**config.mk**
```make
export PLATFORM = sky130hd
export DESIGN_NAME = regfile_wb_scoreboard
export DESIGN_NICKNAME = d
export VERILOG_FILES = /design/src/rtl/regfile_pkg.sv /design/src/rtl/wb_rr_arbiter.sv /design/src/rtl/regfile_wb_scoreboard.sv
export SDC_FILE = /design/constraint.sdc
export NUM_CORES = 1
export LEC_CHECK = 0
export CAP_MARGIN = 20
export CORE_MARGIN = 1
export CORE_UTILIZATION = 41
export CTS_BUF_LIST = sky130_fd_sc_hd__clkbuf_2 sky130_fd_sc_hd__clkbuf_4 sky130_fd_sc_hd__clkbuf_8
export DETAILED_ROUTE_END_ITERATION = 12
export MAX_ROUTING_LAYER = met4
export PLACE_DENSITY = 0.9
export SETUP_SLACK_MARGIN = 0.2
export SYNTH_ARGS = -nofsm -noshare
export SYNTH_HDL_FRONTEND = slang
export SYNTH_SLANG_ARGS = --single-unit
```
**constraint.sdc**
```tcl
create_clock -name CLK -period 14.8 [get_ports CLK]
set_clock_uncertainty 0.15 [all_clocks]
set_input_delay 4.44 -clock CLK [delete_from_list [all_inputs] [get_ports CLK]]
set_output_delay 4.44 -clock CLK [all_outputs]
set_load 0.03 [all_outputs]
```
**src/rtl/regfile_pkg.sv**
```systemverilog
// Shared parameters for the register-file writeback scoreboard.
//   BIT_WIDTH : register data width
//   REG_WIDTH : register index width
//   REG_SIZE  : number of registers (one busy bit each)
//   SRC_A/B   : round-robin pointer encoding (A = ALU, B = MEM)
package regfile_pkg;
  localparam int   BIT_WIDTH = 32;
  localparam int   REG_WIDTH = 4;
  localparam int   REG_SIZE  = 1 << REG_WIDTH;
  localparam logic SRC_A     = 1'b0;
  localparam logic SRC_B     = 1'b1;
endpackage

```
**src/rtl/wb_rr_arbiter.sv**
```systemverilog
// Two-way round-robin arbiter for the register-file write port.
// Ports:
//   i_clk      : clock
//   i_reset    : synchronous active-high reset (pointer back to A)
//   i_enable   : grants allowed and pointer may move (LOCK && !RESET)
//   i_a_valid  : source A requests
//   i_b_valid  : source B requests
//   o_a_grant  : A wins this cycle
//   o_b_grant  : B wins this cycle
module wb_rr_arbiter
  import regfile_pkg::*;
(
  input  logic i_clk,
  input  logic i_reset,
  input  logic i_enable,
  input  logic i_a_valid,
  input  logic i_b_valid,
  output logic o_a_grant,
  output logic o_b_grant
);

  logic r_rr_ptr;
  logic w_contended;

  assign w_contended = i_a_valid & i_b_valid;

  // Grant selection: a lone requester always wins; on contention the pointer decides.
  always_comb begin
    o_a_grant = 1'b0;
    o_b_grant = 1'b0;
    if (!i_enable) begin
      o_a_grant = 1'b0;
      o_b_grant = 1'b0;
    end else if (w_contended) begin
      if (r_rr_ptr == SRC_A) begin
        o_a_grant = 1'b1;
      end else begin
        o_b_grant = 1'b1;
      end
    end else begin
      o_a_grant = i_a_valid;
      o_b_grant = i_b_valid;
    end
  end

  // Pointer moves only after a contended grant, so a lone requester never steals priority.
  always_ff @(posedge i_clk) begin
    if (i_reset) begin
      r_rr_ptr <= SRC_A;
    end else if (i_enable && w_contended) begin
      r_rr_ptr <= ~r_rr_ptr;
    end else begin
      r_rr_ptr <= r_rr_ptr;
    end
  end

endmodule

```
**src/rtl/regfile_wb_scoreboard.sv**
```systemverilog
// Register-file write-port owner and pending-write scoreboard.
// Arbitrates writebacks A (ALU) and B (MEM) onto RF_WE/RF_DR/RF_DIN, keeps one
// busy bit per register and stalls issue on RAW/WAW hazards.
// Ports:
//   CLK, RESET (sync, active high), LOCK (global enable)
//   ISSUE_VALID/USE1/SR1/USE2/SR2/WR/DR : issue-stage instruction
//   STALL                               : instruction not accepted this cycle
//   A_VALID/A_DR/A_DATA, A_READY        : ALU writeback request / grant
//   B_VALID/B_DR/B_DATA, B_READY        : MEM writeback request / grant
//   RF_WE/RF_DR/RF_DIN                  : register file write port
//   BUSY                                : busy vector
module regfile_wb_scoreboard
  import regfile_pkg::*;
(
  input  logic                 CLK,
  input  logic                 RESET,
  input  logic                 LOCK,
  input  logic                 ISSUE_VALID,
  input  logic                 ISSUE_USE1,
  input  logic [REG_WIDTH-1:0] ISSUE_SR1,
  input  logic                 ISSUE_USE2,
  input  logic [REG_WIDTH-1:0] ISSUE_SR2,
  input  logic                 ISSUE_WR,
  input  logic [REG_WIDTH-1:0] ISSUE_DR,
  output logic                 STALL,
  input  logic                 A_VALID,
  input  logic [REG_WIDTH-1:0] A_DR,
  input  logic [BIT_WIDTH-1:0] A_DATA,
  output logic                 A_READY,
  input  logic                 B_VALID,
  input  logic [REG_WIDTH-1:0] B_DR,
  input  logic [BIT_WIDTH-1:0] B_DATA,
  output logic                 B_READY,
  output logic                 RF_WE,
  output logic [REG_WIDTH-1:0] RF_DR,
  output logic [BIT_WIDTH-1:0] RF_DIN,
  output logic [REG_SIZE-1:0]  BUSY
);

  logic [REG_SIZE-1:0] r_busy;
  logic                w_enable;
  logic                w_a_grant;
  logic                w_b_grant;
  logic [REG_SIZE-1:0] w_wr_onehot;
  logic [REG_SIZE-1:0] w_set_onehot;
  logic [REG_SIZE-1:0] w_hit_vec;
  logic [REG_SIZE-1:0] w_busy_next;
  logic                w_hazard;
  logic                w_accept;

  assign w_enable = LOCK & ~RESET;

  wb_rr_arbiter u_arb (
    .i_clk     (CLK),
    .i_reset   (RESET),
    .i_enable  (w_enable),
    .i_a_valid (A_VALID),
    .i_b_valid (B_VALID),
    .o_a_grant (w_a_grant),
    .o_b_grant (w_b_grant)
  );

  assign A_READY = w_a_grant;
  assign B_READY = w_b_grant;
  assign RF_WE   = w_a_grant | w_b_grant;

  // Write-port mux from the granted source; zero when idle.
  always_comb begin
    RF_DR  = '0;
    RF_DIN = '0;
    if (w_a_grant) begin
      RF_DR  = A_DR;
      RF_DIN = A_DATA;
    end else if (w_b_grant) begin
      RF_DR  = B_DR;
      RF_DIN = B_DATA;
    end else begin
      RF_DR  = '0;
      RF_DIN = '0;
    end
  end

  // A register written this cycle is forwarded by the regfile, so it no longer blocks.
  assign w_wr_onehot = {{(REG_SIZE-1){1'b0}}, RF_WE} << RF_DR;
  assign w_hit_vec   = r_busy & ~w_wr_onehot;
  assign w_hazard    = (ISSUE_USE1 & w_hit_vec[ISSUE_SR1])
                     | (ISSUE_USE2 & w_hit_vec[ISSUE_SR2])
                     | (ISSUE_WR   & w_hit_vec[ISSUE_DR]);

  // Frozen or resetting: hold any presented instruction.
  always_comb begin
    STALL = 1'b0;
    if (!w_enable) begin
      STALL = ISSUE_VALID;
    end else begin
      STALL = ISSUE_VALID & w_hazard;
    end
  end

  assign w_accept     = ISSUE_VALID & ~STALL & w_enable;
  assign w_set_onehot = {{(REG_SIZE-1){1'b0}}, (w_accept & ISSUE_WR)} << ISSUE_DR;
  // Set is applied after clear so a new producer of the same register wins.
  assign w_busy_next  = (r_busy & ~w_wr_onehot) | w_set_onehot;

  // Busy vector: cleared on reset, frozen while LOCK is low.
  always_ff @(posedge CLK) begin
    if (RESET) begin
      r_busy <= '0;
    end else if (LOCK) begin
      r_busy <= w_busy_next;
    end else begin
      r_busy <= r_busy;
    end
  end

  assign BUSY = r_busy;

endmodule
```
==> impl_metrics.prom, run 1 <==
# TYPE chip_impl_metric gauge
chip_impl_metric{name="cts-root-to-sink-buffers",unit=""} 2
chip_impl_metric{name="cts_made_buffers",unit=""} 3
chip_impl_info{name="path_class",value="in -> out"} 1
chip_impl_metric{name="die_x",unit="um"} 76.5
chip_impl_metric{name="yosysSeqAreaShare",unit="%"} 15.0
chip_impl_metric{name="netlist_instances",unit=""} 309
chip_impl_metric{name="ff2ff_path_depth",unit=""} 8
chip_impl_metric{name="final-max-slew-violation-count",unit=""} 0
chip_impl_metric{name="cp_num_buf_inv",unit=""} 2
chip_impl_metric{name="cp_max_fo",unit=""} 21
chip_impl_info{name="worst_r2r_end",value="BUSY[3]$_SDFFE_PP0P_"} 1
chip_impl_metric{name="final.period_utilization",unit="%"} 91.8
chip_impl_metric{name="p_leak",unit="nW"} 1.35
chip_impl_metric{name="holdBufCountCts",unit=""} 0
chip_impl_metric{name="vias",unit=""} 3181
chip_impl_metric{name="min_period",unit="ns"} 13.58
chip_impl_metric{name="ant_nets",unit=""} 0
chip_impl_metric{name="cts-resized-gates",unit=""} 0
chip_impl_metric{name="setup_total_negative_slack",unit="ns"} 0
chip_impl_metric{name="synth_area_in_xor_xnor",unit="%"} 0.385
chip_impl_info{name="startpoint",value="RESET"} 1
chip_impl_metric{name="detailedPlacementHpwl",unit="um"} 8460
chip_impl_info{name="crit_end",value="STALL"} 1
chip_impl_metric{name="firstDrtPassIters",unit=""} 6
chip_impl_metric{name="global_route_wire_length_before_repair",unit="um"} 16700
chip_impl_metric{name="worst_rel_slew_slack",unit="%"} 37.4
chip_impl_metric{name="drc",unit=""} 0
chip_impl_metric{name="initial_drc_count",unit=""} 324
chip_impl_metric{name="cts.reportedPaths.clkPinSlew",unit="ns"} 0.07
chip_impl_metric{name="setup_viol",unit=""} 0
chip_impl_metric{name="grt_pass1_vias",unit=""} 3085
chip_impl_info{name="prevailing_post_synth_register_cell",value="dfxtp_1"} 1
chip_impl_metric{name="initial_utilization",unit="%"} 43.5
chip_impl_info{name="rsz_0062_raised_after_global_routing",value="false"} 1
chip_impl_metric{name="sequential_cell_area",unit="sq um"} 340
chip_impl_metric{name="dp_slack",unit="ns"} 1.32
chip_impl_info{name="setup.worst_path.end_class",value="primary output"} 1
chip_impl_metric{name="finalWirelength",unit="um"} 10800
chip_impl_metric{name="timing.final.hold_violations",unit=""} 0
chip_impl_metric{name="number_of_different_library_cells_in_the_post_synthesis_netlist",unit=""} 65
chip_impl_metric{name="power.ir.vdd_worst",unit="mV"} 0.0401
chip_impl_metric{name="multiInputGateArea",unit="sq mm"} 0.00174
chip_impl_info{name="synth_top_family_by_area",value="compound AO/OA/AOI/OAI gates"} 1
chip_impl_info{name="timing.hold.worst.class",value="reg -> reg"} 1
chip_impl_info{name="critical_path.slowest_cell",value="clkdlybuf4s50_1"} 1
chip_impl_metric{name="post_synth_instance_area",unit="sq mm"} 0.00228
chip_impl_metric{name="layout-area-overhead-vs-synth",unit="%"} 67.1
chip_impl_metric{name="postSynthRegisterBits",unit=""} 17
chip_impl_metric{name="power_density",unit="mW/mm^2"} 43.2
chip_impl_info{name="layout.cells.most_common_list",value="clkdlybuf4s50_1 (148), nand2_1 (33), a22o_1 (32), inv_1 (20), dfxtp_1 (17)"} 1
chip_impl_metric{name="numClockSinks",unit=""} 17
chip_impl_info{name="cp_top_family",value="simple AND/OR/NAND/NOR gates"} 1
chip_impl_metric{name="drive_above_1_share",unit="%"} 5.71
chip_impl_metric{name="grt_max_degree",unit=""} 35
chip_impl_metric{name="max-cap-violations",unit=""} 0
chip_impl_metric{name="number_of_enable_flip_flop_cells_after_synthesis",unit=""} 0
chip_impl_info{name="start_kind",value="input pin"} 1
chip_impl_metric{name="whs_path_depth",unit=""} 2
chip_impl_metric{name="diodes",unit=""} 0
chip_impl_metric{name="yosys.area_share.adder",unit="%"} 0
chip_impl_metric{name="ff2ff_setup_slack",unit="ns"} 10.99
chip_impl_metric{name="syn-mean-instance-area",unit="sq um"} 7.37
chip_impl_metric{name="grt.total_usage",unit="%"} 36.8
chip_impl_metric{name="placement_rows",unit=""} 26
chip_impl_metric{name="grt_antenna_before_repair",unit=""} 0
chip_impl_metric{name="synthMuxAreaShare",unit="%"} 5.99
chip_impl_metric{name="post_synthesis_net_count",unit=""} 402
chip_impl_metric{name="gp_congestion",unit=""} 0.979
chip_impl_metric{name="die_area",unit="sq mm"} 0.00585
chip_impl_metric{name="vias_per_cell",unit=""} 6.26
chip_impl_metric{name="clock_latency_of_the_later_clocked_register_in_the_worst_skew_pair",unit="ns"} 0.26
chip_impl_metric{name="stage_delay_of_the_slowest_cell_on_the_critical_path",unit="ns"} 0.77
chip_impl_metric{name="critPathArrivalTime",unit="ns"} 8.99
chip_impl_info{name="worst_r2r_startpoint",value="u_arb.r_rr_ptr$_SDFFE_PP0P_"} 1
chip_impl_info{name="layout_commonest_cell",value="clkdlybuf4s50_1"} 1
chip_impl_metric{name="core_region_area",unit="sq mm"} 0.00524
chip_impl_info{name="cts_root_buf",value="clkbuf_8"} 1
chip_impl_metric{name="post_drt_wl_per_cell",unit="um"} 21.3
chip_impl_metric{name="max_freq",unit="MHz"} 73.6
chip_impl_metric{name="cts_setup_buffers",unit=""} 0
chip_impl_metric{name="cts_htree_levels",unit=""} 1
chip_impl_metric{name="yosysWarnings",unit=""} 0
chip_impl_metric{name="num-fill-cells",unit=""} 427
chip_impl_metric{name="postLayoutSetupSlackWorst",unit="ns"} 1.22
chip_impl_metric{name="post_synthesis_async_set_or_reset_flop_share",unit="%"} 0
chip_impl_metric{name="critical_path_required",unit="ns"} 10.21
chip_impl_info{name="outcome",value="finished, final reports clean"} 1
chip_impl_metric{name="worst-slew-pin-transition",unit="ns"} 0.933
chip_impl_metric{name="number_of_stages_on_the_worst_setup_path",unit=""} 10
chip_impl_info{name="timing.critical_path.cells",value="clkdlybuf4s50_1, and2b_1, nand3_1, o32ai_2, a2111oi_1, or4_1, o32ai_2, nand2_2, o21a_1, clkdlybuf4s50_1"} 1
chip_impl_metric{name="placement.io_buffers",unit=""} 148
chip_impl_metric{name="io-pin-count",unit=""} 149
chip_impl_metric{name="die_h",unit="um"} 76.5
chip_impl_metric{name="share_of_synthesized_cell_area_in_and_or_nand_and_nor_gates",unit="%"} 26.2
chip_impl_metric{name="grt.overflow.total",unit=""} 0
chip_impl_metric{name="fin_nets",unit=""} 532
chip_impl_info{name="tritoncts_clock_tree",value="built"} 1
chip_impl_metric{name="synth_compound_gate_area_share",unit="%"} 44.0
-- area by class of cell --
cell class	count	area share (%)
flip-flops and latches	17	8.95
multi-input cells	247	45.8
clock buffers	3	1.09
repair buffers	149	39.6
inverters	21	2.07
well taps	70	2.30
clock inverters	1	0.132
-- worst min-delay path by stage --
stage                           startpoint                     endpoint  slack, ns
2_1_floorplan  u_arb.r_rr_ptr$_SDFFE_PP0P_  u_arb.r_rr_ptr$_SDFFE_PP0P_       0.38
3_3_place_gp          BUSY[5]$_SDFFE_PP0P_         BUSY[5]$_SDFFE_PP0P_       0.40
3_5_place_dp          BUSY[5]$_SDFFE_PP0P_         BUSY[5]$_SDFFE_PP0P_       0.35
4_1_cts               BUSY[5]$_SDFFE_PP0P_         BUSY[5]$_SDFFE_PP0P_       0.36
5_1_grt               BUSY[5]$_SDFFE_PP0P_         BUSY[5]$_SDFFE_PP0P_       0.40
6_report              BUSY[5]$_SDFFE_PP0P_         BUSY[5]$_SDFFE_PP0P_       0.36
-- report_power, final --
group / switching (mW) / leakage [nW] / internal [mW] / total (mW)
clock: 0.0177 / 0.0255 / 0.0187 / 0.0365
sequential: 0.000386 / 0.137 / 0.0460 / 0.0464
combinational: 0.0407 / 1.19 / 0.0408 / 0.0814
-- flip-flops by register name (all words and copies together), names as in the netlist --
signal	cells
u_arb.r_rr_ptr	1
BUSY	16
-- layer usage --
layer  track usage [%]  vias up  routed length [um]  share of wire [%]
met3              7.43       30                1170                 11
met1              40.1     1456                4030                 37
met4              10.8        0                 230                2.1
li1                  -     1454                   -                  -
met2              66.9      241                5400                 50
met5                 -        -                   0                  0
-- cell families after synthesis --
group	after synthesis
AO/OA/AOI/OAI	121
AND/OR/NAND/NOR	112
buffers and inverters	45
flip-flops	17
multiplexers	13
XOR/XNOR	1
-- cells in the mapped netlist, drive strengths merged (3+ instances only) --
library cell | instances | area, sq um
mux2 | 5 | 56.3
nand4 | 6 | 43.8
nor2b | 6 | 37.5
a21boi | 10 | 78.8
nand2 | 34 | 130
mux2i | 8 | 80.1
and2 | 3 | 18.8
a211oi | 8 | 65.1
o21ai | 6 | 30.0
a22o | 32 | 280
nor3 | 4 | 20.0
buf | 7 | 50.1
o32ai | 6 | 75.1
o22ai | 11 | 75.1
clkbuf | 17 | 63.8
nand3 | 13 | 65.1
dfxtp | 17 | 340
nand3b | 3 | 22.5
nand4b | 3 | 26.3
o211ai | 3 | 22.5
o31ai | 9 | 97.6
and3 | 3 | 18.8
a311oi | 3 | 26.3
a2111oi | 6 | 53.8
nand2b | 13 | 81.3
a21oi | 9 | 45.0
nor2 | 13 | 48.8
inv | 20 | 75.1
-- through the flow --
stage | power, mW | utilization [%] | cell area (sq um) | hold slack (ns) | std cells
finish | 0.164 | 72.6 | 3800 | 0.362 | 508
global route | 0.171 | 72.6 | 3800 | 0.403 | 508
CTS | 0.163 | 72.1 | 3780 | 0.363 | 507
detailed placement | 0.127 | 71.2 | 3730 | 0.353 | 503
global placement | 0.126 | 71.2 | 3730 | 0.397 | 503
floorplan | 0.0858 | - | 2280 | 0.382 | 309
-- worst reg2reg max path: stages, from the launching register on --
cell       delay, ns
dfxtp_1         0.40
nand2b_1        0.33
nand3_1         0.25
o32ai_2         0.68
a2111oi_1       0.19
or4_1           0.52
o32ai_2         0.39
nand2_2         0.28
o32ai_1         0.49
No activity file was read; power rests on OpenSTA's default activity.
==> inputs of run 2 (changes only) <==
--- a/config.mk
+++ b/config.mk
@@ -5,13 +5,15 @@
 export SDC_FILE = /design/constraint.sdc
 export NUM_CORES = 1
 export LEC_CHECK = 0
+export ABC_CLOCK_PERIOD_IN_PS = 14800
 export CAP_MARGIN = 20
 export CORE_MARGIN = 1
 export CORE_UTILIZATION = 41
 export CTS_BUF_LIST = sky130_fd_sc_hd__clkbuf_2 sky130_fd_sc_hd__clkbuf_4 sky130_fd_sc_hd__clkbuf_8
+export CTS_CLUSTER_DIAMETER = 150
 export DETAILED_ROUTE_END_ITERATION = 12
 export MAX_ROUTING_LAYER = met4
-export PLACE_DENSITY = 0.9
+export PLACE_DENSITY_LB_ADDON = 0.3
 export SETUP_SLACK_MARGIN = 0.2
 export SYNTH_ARGS = -nofsm -noshare
 export SYNTH_HDL_FRONTEND = slang
==> run 2 against run 1 <==
- register-to-register slack improved by 0.05 ns
- final area increased by 0.13%
- critical path type unchanged
- utilization increased by 0.096 points
- clock-buffer cell count increased by 1
- final cell count unchanged
- worst hold slack improved by 0.033 ns
- non-clock buffer count unchanged
- sequential share of layout area about the same
- wire length about the same
- first-iteration DRC count increased by 12%
- critical path depth increased by 1
- sequential cell count unchanged
==> impl_metrics.prom, run 2 (same netlist as run 1, synthesis figures left out) <==
# TYPE chip_impl_metric gauge
chip_impl_info{name="outcome",value="finished, final reports clean"} 1
chip_impl_metric{name="grt.total_usage",unit="%"} 36.6
chip_impl_metric{name="cts.reportedPaths.clkPinSlew",unit="ns"} 0.06
chip_impl_metric{name="dp_slack",unit="ns"} 1.20
chip_impl_metric{name="min_period",unit="ns"} 13.64
chip_impl_metric{name="die_x",unit="um"} 76.5
chip_impl_metric{name="holdBufCountCts",unit=""} 0
chip_impl_info{name="setup.worst_path.end_class",value="primary output"} 1
chip_impl_metric{name="multiInputGateArea",unit="sq mm"} 0.00174
chip_impl_info{name="layout.cells.most_common_list",value="clkdlybuf4s50_1 (148), nand2_1 (33), a22o_1 (32), inv_1 (20), dfxtp_1 (17)"} 1
chip_impl_info{name="rsz_0062_raised_after_global_routing",value="false"} 1
chip_impl_metric{name="vias_per_cell",unit=""} 6.27
chip_impl_metric{name="grt_pass1_vias",unit=""} 2923
chip_impl_metric{name="diodes",unit=""} 0
chip_impl_metric{name="cts_htree_levels",unit=""} 1
chip_impl_metric{name="grt_max_degree",unit=""} 35
chip_impl_metric{name="cp_max_fo",unit=""} 21
chip_impl_metric{name="fin_nets",unit=""} 532
chip_impl_metric{name="vias",unit=""} 3183
chip_impl_metric{name="power.ir.vdd_worst",unit="mV"} 0.0408
chip_impl_metric{name="critical_path_required",unit="ns"} 10.21
chip_impl_metric{name="power.total",unit="mW"} 0.166
chip_impl_info{name="timing.hold.worst.class",value="reg -> reg"} 1
chip_impl_metric{name="finalWirelength",unit="um"} 10800
chip_impl_metric{name="timing.final.hold_violations",unit=""} 0
chip_impl_metric{name="final.period_utilization",unit="%"} 92.2
chip_impl_metric{name="numClockSinks",unit=""} 17
chip_impl_metric{name="io-pin-count",unit=""} 149
chip_impl_metric{name="global_route_wire_length_before_repair",unit="um"} 16200
chip_impl_metric{name="firstDrtPassIters",unit=""} 5
chip_impl_metric{name="placement.io_buffers",unit=""} 148
chip_impl_metric{name="p_leak",unit="nW"} 1.35
chip_impl_info{name="tritoncts_clock_tree",value="built"} 1
chip_impl_info{name="layout_commonest_cell",value="clkdlybuf4s50_1"} 1
chip_impl_metric{name="max_freq",unit="MHz"} 73.3
chip_impl_metric{name="post_drt_wl_per_cell",unit="um"} 21.3
chip_impl_metric{name="worst-slew-pin-transition",unit="ns"} 0.944
chip_impl_metric{name="initial_drc_count",unit=""} 363
chip_impl_metric{name="grt.overflow.total",unit=""} 0
chip_impl_metric{name="detailedPlacementHpwl",unit="um"} 8710
chip_impl_metric{name="setup_total_negative_slack",unit="ns"} 0
chip_impl_metric{name="worst_rel_slew_slack",unit="%"} 36.7
chip_impl_metric{name="die_h",unit="um"} 76.5
chip_impl_metric{name="cts-root-to-sink-buffers",unit=""} 2
chip_impl_info{name="path_class",value="in -> out"} 1
chip_impl_metric{name="cts_made_buffers",unit=""} 3
chip_impl_metric{name="max-cap-violations",unit=""} 0
chip_impl_info{name="start_kind",value="input pin"} 1
chip_impl_metric{name="ant_nets",unit=""} 0
chip_impl_metric{name="number_of_flip_flops_in_the_largest_register",unit=""} 16
chip_impl_metric{name="core_region_area",unit="sq mm"} 0.00524
chip_impl_metric{name="drc",unit=""} 0
chip_impl_metric{name="placement_rows",unit=""} 26
chip_impl_metric{name="cts_setup_buffers",unit=""} 0
chip_impl_metric{name="critPathArrivalTime",unit="ns"} 9.05
chip_impl_metric{name="final-max-slew-violation-count",unit=""} 0
chip_impl_metric{name="layout-area-overhead-vs-synth",unit="%"} 67.3
chip_impl_metric{name="die_area",unit="sq mm"} 0.00585
chip_impl_metric{name="cts-resized-gates",unit=""} 0
chip_impl_metric{name="sequential_cell_area",unit="sq um"} 340
chip_impl_metric{name="grt_antenna_before_repair",unit=""} 0
chip_impl_metric{name="power_density",unit="mW/mm^2"} 43.6
chip_impl_metric{name="clock_latency_of_the_later_clocked_register_in_the_worst_skew_pair",unit="ns"} 0.25
chip_impl_metric{name="num-fill-cells",unit=""} 421
chip_impl_metric{name="setup_viol",unit=""} 0
chip_impl_metric{name="postLayoutSetupSlackWorst",unit="ns"} 1.16
chip_impl_info{name="cts_root_buf",value="clkbuf_8"} 1
chip_impl_metric{name="drive_above_1_share",unit="%"} 5.71
chip_impl_metric{name="gp_congestion",unit=""} 1.00
chip_impl_metric{name="initial_utilization",unit="%"} 43.5
[run 2: routing by layer]
metal	track usage (%)	up-vias	wire length (um)
met1	48.2	1438	4420
li1	-	1458	-
met5	-	-	0
met2	58.4	252	4920
met4	11.2	0	353
met3	3.95	35	1150
[run 2: area by class of cell]
| cell class | count | area share [%] |
|---|---|---|
| multi-input combinational | 247 | 45.8 |
| timing repair buffer | 149 | 39.6 |
| sequential | 17 | 8.94 |
| tap | 70 | 2.30 |
| inverter | 21 | 2.07 |
| clock buffer | 4 | 1.28 |
[run 2: per-stage QoR]
step | cells | cell area (sq um) | util [%] | hold slack [ns]
after global placement | 503 | 3730 | 71.2 | 0.362
after detailed placement | 503 | 3730 | 71.2 | 0.376
after floorplan | 309 | 2280 | - | 0.382
after CTS | 507 | 3780 | 72.2 | 0.385
after global routing | 508 | 3810 | 72.7 | 0.417
final | 508 | 3810 | 72.7 | 0.395
[run 2: power breakdown]
| part | leakage [nW] | switching (mW) | internal (mW) |
|---|---|---|---|
| combinational | 1.19 | 0.0421 | 0.0409 |
| clock | 0.0262 | 0.0155 | 0.0210 |
| sequential | 0.137 | 0.000351 | 0.0461 |
[run 2: path summary, 6_finish.rpt]
kind,startpoint,end,slack (ns),cells after the start
worst max-delay path,RESET,STALL,1.16,11
worst min-delay path,BUSY[5]$_SDFFE_PP0P_,BUSY[5]$_SDFFE_PP0P_,0.39,2
worst max register to register,u_arb.r_rr_ptr$_SDFFE_PP0P_,BUSY[3]$_SDFFE_PP0P_,11.04,9
worst min register to register,BUSY[5]$_SDFFE_PP0P_,BUSY[5]$_SDFFE_PP0P_,0.39,2
[run 2: worst max-delay path, cell delays in order]
cell and delay [ns]:
clkdlybuf4s50_1 0.73, and2b_1 0.62, nand3_1 0.29, o32ai_2 0.72, a21boi_0 0.37, mux2i_1 0.24
o31ai_1 0.08, o311ai_1 0.41, nand2_2 0.31, o21a_1 0.25, clkdlybuf4s50_1 0.58
==> inputs of run 3 (changes only) <==
--- a/config.mk
+++ b/config.mk
@@ -7,9 +7,7 @@
 export LEC_CHECK = 0
 export ABC_CLOCK_PERIOD_IN_PS = 14800
 export CAP_MARGIN = 20
-export CORE_MARGIN = 1
-export CORE_UTILIZATION = 41
-export CTS_BUF_LIST = sky130_fd_sc_hd__clkbuf_2 sky130_fd_sc_hd__clkbuf_4 sky130_fd_sc_hd__clkbuf_8
+export CORE_UTILIZATION = 29
 export CTS_CLUSTER_DIAMETER = 150
 export DETAILED_ROUTE_END_ITERATION = 12
 export MAX_ROUTING_LAYER = met4
==> run 3 against run 2 <==
- maximum frequency is 0.94% higher
- critical endpoint unchanged
- wire length is 5.7% lower
- sequential power hardly changed
- sequential cell count stayed put
- final area is 0.53% higher
- clock power is 5% lower
- global-route usage is 12 points lower
- die area is 40% higher
- utilization is 21 points lower
- first-iteration DRC count is 2.5% lower
==> impl_metrics.prom, run 3 (same netlist as run 1, synthesis figures left out) <==
# TYPE chip_impl_metric gauge
chip_impl_metric{name="clock_latency_of_the_later_clocked_register_in_the_worst_skew_pair",unit="ns"} 0.26
chip_impl_metric{name="cts-root-to-sink-buffers",unit=""} 2
chip_impl_metric{name="cts_made_buffers",unit=""} 3
chip_impl_info{name="layout_commonest_cell",value="clkdlybuf4s50_1"} 1
chip_impl_info{name="tritoncts_clock_tree",value="built"} 1
chip_impl_metric{name="worst-slew-pin-transition",unit="ns"} 0.911
chip_impl_metric{name="core_region_area",unit="sq mm"} 0.00741
chip_impl_metric{name="initial_drc_count",unit=""} 354
chip_impl_metric{name="grt_max_degree",unit=""} 35
chip_impl_metric{name="cts_setup_buffers",unit=""} 0
chip_impl_info{name="critical_path.slowest_cell",value="clkdlybuf4s50_1"} 1
chip_impl_metric{name="setup_total_negative_slack",unit="ns"} 0
chip_impl_metric{name="post_drt_wl_per_cell",unit="um"} 19.0
chip_impl_info{name="global_route.peak_usage_layer",value="met2"} 1
chip_impl_metric{name="drive_above_1_share",unit="%"} 5.48
chip_impl_metric{name="fin_worst_hold_slack",unit="ns"} 0.423
chip_impl_info{name="timing.critical_path.cells",value="clkdlybuf4s50_1, and2b_1, nand3_1, o32ai_2, a21boi_0, mux2i_1, o31ai_1, o311ai_1, nand2_2, o21a_1, clkdlybuf4s50_1"} 1
chip_impl_metric{name="die_area",unit="sq mm"} 0.00821
chip_impl_metric{name="grt.total_usage",unit="%"} 24.3
chip_impl_metric{name="finalInstanceArea",unit="sq mm"} 0.00383
chip_impl_metric{name="diodes",unit=""} 0
chip_impl_metric{name="stage_delay_of_the_slowest_cell_on_the_critical_path",unit="ns"} 0.69
chip_impl_metric{name="grt_use_met1",unit="%"} 31.3
chip_impl_metric{name="die_x",unit="um"} 90.6
chip_impl_metric{name="placement.io_buffers",unit=""} 148
chip_impl_metric{name="cts_htree_levels",unit=""} 1
chip_impl_metric{name="final-max-slew-violation-count",unit=""} 0
chip_impl_metric{name="critical_path_required",unit="ns"} 10.21
chip_impl_metric{name="vias",unit=""} 3135
chip_impl_metric{name="initial_utilization",unit="%"} 30.7
chip_impl_metric{name="final.period_utilization",unit="%"} 91.3
chip_impl_info{name="rsz_0062_raised_after_global_routing",value="false"} 1
chip_impl_metric{name="holdBufCountCts",unit=""} 0
chip_impl_metric{name="io-pin-count",unit=""} 149
chip_impl_metric{name="setup_viol",unit=""} 0
chip_impl_metric{name="die_h",unit="um"} 90.6
chip_impl_metric{name="internal-power",unit="mW"} 0.106
chip_impl_metric{name="grt.overflow.total",unit=""} 0
chip_impl_metric{name="drc",unit=""} 0
chip_impl_info{name="timing.hold.worst.class",value="reg -> reg"} 1
chip_impl_info{name="layout.cells.most_common_list",value="clkdlybuf4s50_1 (148), nand2_1 (33), a22o_1 (32), inv_1 (20), dfxtp_1 (17)"} 1
chip_impl_metric{name="cp_max_fo",unit=""} 21
chip_impl_info{name="setup.worst_path.end_class",value="primary output"} 1
chip_impl_metric{name="power_frac_seq",unit="%"} 28.8
chip_impl_metric{name="critPathArrivalTime",unit="ns"} 8.92
chip_impl_metric{name="power.ir.vdd_worst",unit="mV"} 0.0386
chip_impl_metric{name="ant_nets",unit=""} 0
chip_impl_metric{name="finalNonFillerCells",unit=""} 537
chip_impl_metric{name="power_density",unit="mW/mm^2"} 42.1
chip_impl_metric{name="placed_cells",unit=""} 532
chip_impl_metric{name="number_of_flip_flops_in_the_largest_register",unit=""} 16
chip_impl_info{name="outcome",value="finished, final reports clean"} 1
chip_impl_metric{name="total_switching_power",unit="mW"} 0.0555
chip_impl_metric{name="grt_pass1_vias",unit=""} 2796
chip_impl_metric{name="cts-resized-gates",unit=""} 0
chip_impl_metric{name="gr-usage-met3",unit="%"} 3.62
chip_impl_info{name="start_kind",value="input pin"} 1
chip_impl_metric{name="p_leak",unit="nW"} 1.34
chip_impl_metric{name="comb_power_share",unit="%"} 49.8
chip_impl_metric{name="max-cap-violations",unit=""} 0
chip_impl_metric{name="vias_per_cell",unit=""} 5.84
chip_impl_metric{name="placed_standard_cell_area",unit="sq mm"} 0.00377
chip_impl_info{name="critPathMostFrequentCell",value="clkdlybuf4s50_1"} 1
chip_impl_metric{name="max_freq",unit="MHz"} 74.0
chip_impl_info{name="cts_root_buf",value="clkbuf_8"} 1
chip_impl_metric{name="worst_rel_slew_slack",unit="%"} 38.9
chip_impl_metric{name="firstDrtPassIters",unit=""} 6
chip_impl_metric{name="grt_antenna_before_repair",unit=""} 0
chip_impl_metric{name="detailedPlacementHpwl",unit="um"} 8200
chip_impl_metric{name="pwr-share-clk",unit="%"} 21.3
chip_impl_metric{name="layout-area-overhead-vs-synth",unit="%"} 68.2
chip_impl_metric{name="global_route_wire_length_before_repair",unit="um"} 15600
chip_impl_metric{name="numClockSinks",unit=""} 17
chip_impl_info{name="path_class",value="in -> out"} 1
chip_impl_metric{name="timing.final.hold_violations",unit=""} 0
chip_impl_metric{name="min_period",unit="ns"} 13.51
chip_impl_metric{name="fin_nets",unit=""} 532
chip_impl_metric{name="grt.met2_usage",unit="%"} 39.0
chip_impl_metric{name="cts.reportedPaths.clkPinSlew",unit="ns"} 0.06
chip_impl_metric{name="gp_congestion",unit=""} 0.958
chip_impl_metric{name="finalWirelength",unit="um"} 10200
chip_impl_metric{name="netSwitchingFraction",unit="%"} 34.4
chip_impl_metric{name="placement_rows",unit=""} 31
==> run 3: cell counts in the layout (fill, tap and decap cells not counted) <==
No cell type changed its count.
==> run 3: per-stage QoR <==
| stage | util [%] | setup slack, ns | total power [mW] |
|---|---|---|---|
| floorplan | - | 3.41 | 0.0858 |
| global placement | 50.9 | 1.51 | 0.126 |
| detailed placement | 50.9 | 1.36 | 0.126 |
| CTS | 51.5 | 1.36 | 0.161 |
| global route | 51.7 | 0.959 | 0.168 |
| finish | 51.7 | 1.29 | 0.161 |
==> run 3: final timing paths <==
check | endpoint | cells after the start | slack, ns | from
setup / recovery | STALL | 11 | 1.29 | RESET
hold reg to reg | BUSY[5]$_SDFFE_PP0P_ | 2 | 0.42 | BUSY[5]$_SDFFE_PP0P_
hold / removal | BUSY[5]$_SDFFE_PP0P_ | 2 | 0.42 | BUSY[5]$_SDFFE_PP0P_
setup reg to reg | BUSY[3]$_SDFFE_PP0P_ | 9 | 11.13 | u_arb.r_rr_ptr$_SDFFE_PP0P_
==> run 3: layer usage <==
metal / share of wire, % / routed length, um / up-vias
met2: 47 / 4780 / 233
met4: 2.7 / 272 / 0
li1: - / - / 1456
met1: 41 / 4160 / 1415
met5: 0 / 0 / -
met3: 9.8 / 1000 / 31
==> run 3: layout make-up <==
| type | count | area (sq um) |
|---|---|---|
| tap | 99 | 124 |
| clock buffer | 4 | 45.0 |
| sequential | 17 | 340 |
| multi-input combinational | 247 | 1740 |
| inverter | 21 | 78.8 |
| fill | 718 | 3580 |
| timing repair buffer | 149 | 1500 |
==> run 3: worst max-delay path, delay by kind of cell <==
kind	cells	cell delay, ns
AOI/OAI and AO/OA	5	1.76
buffers and inverters	2	1.27
and+or+nand+nor	3	1.19
muxes	1	0.25
==> run 3: power by group through the flow <==
stage	Clock, mW	Combinational, mW	Sequential [mW]
after floorplan	0	0.0382	0.0476
after global placement	0	0.0786	0.0475
after detailed placement	0	0.0790	0.0475
after CTS	0.0350	0.0794	0.0465
after global routing	0.0369	0.0849	0.0465
final	0.0344	0.0803	0.0465
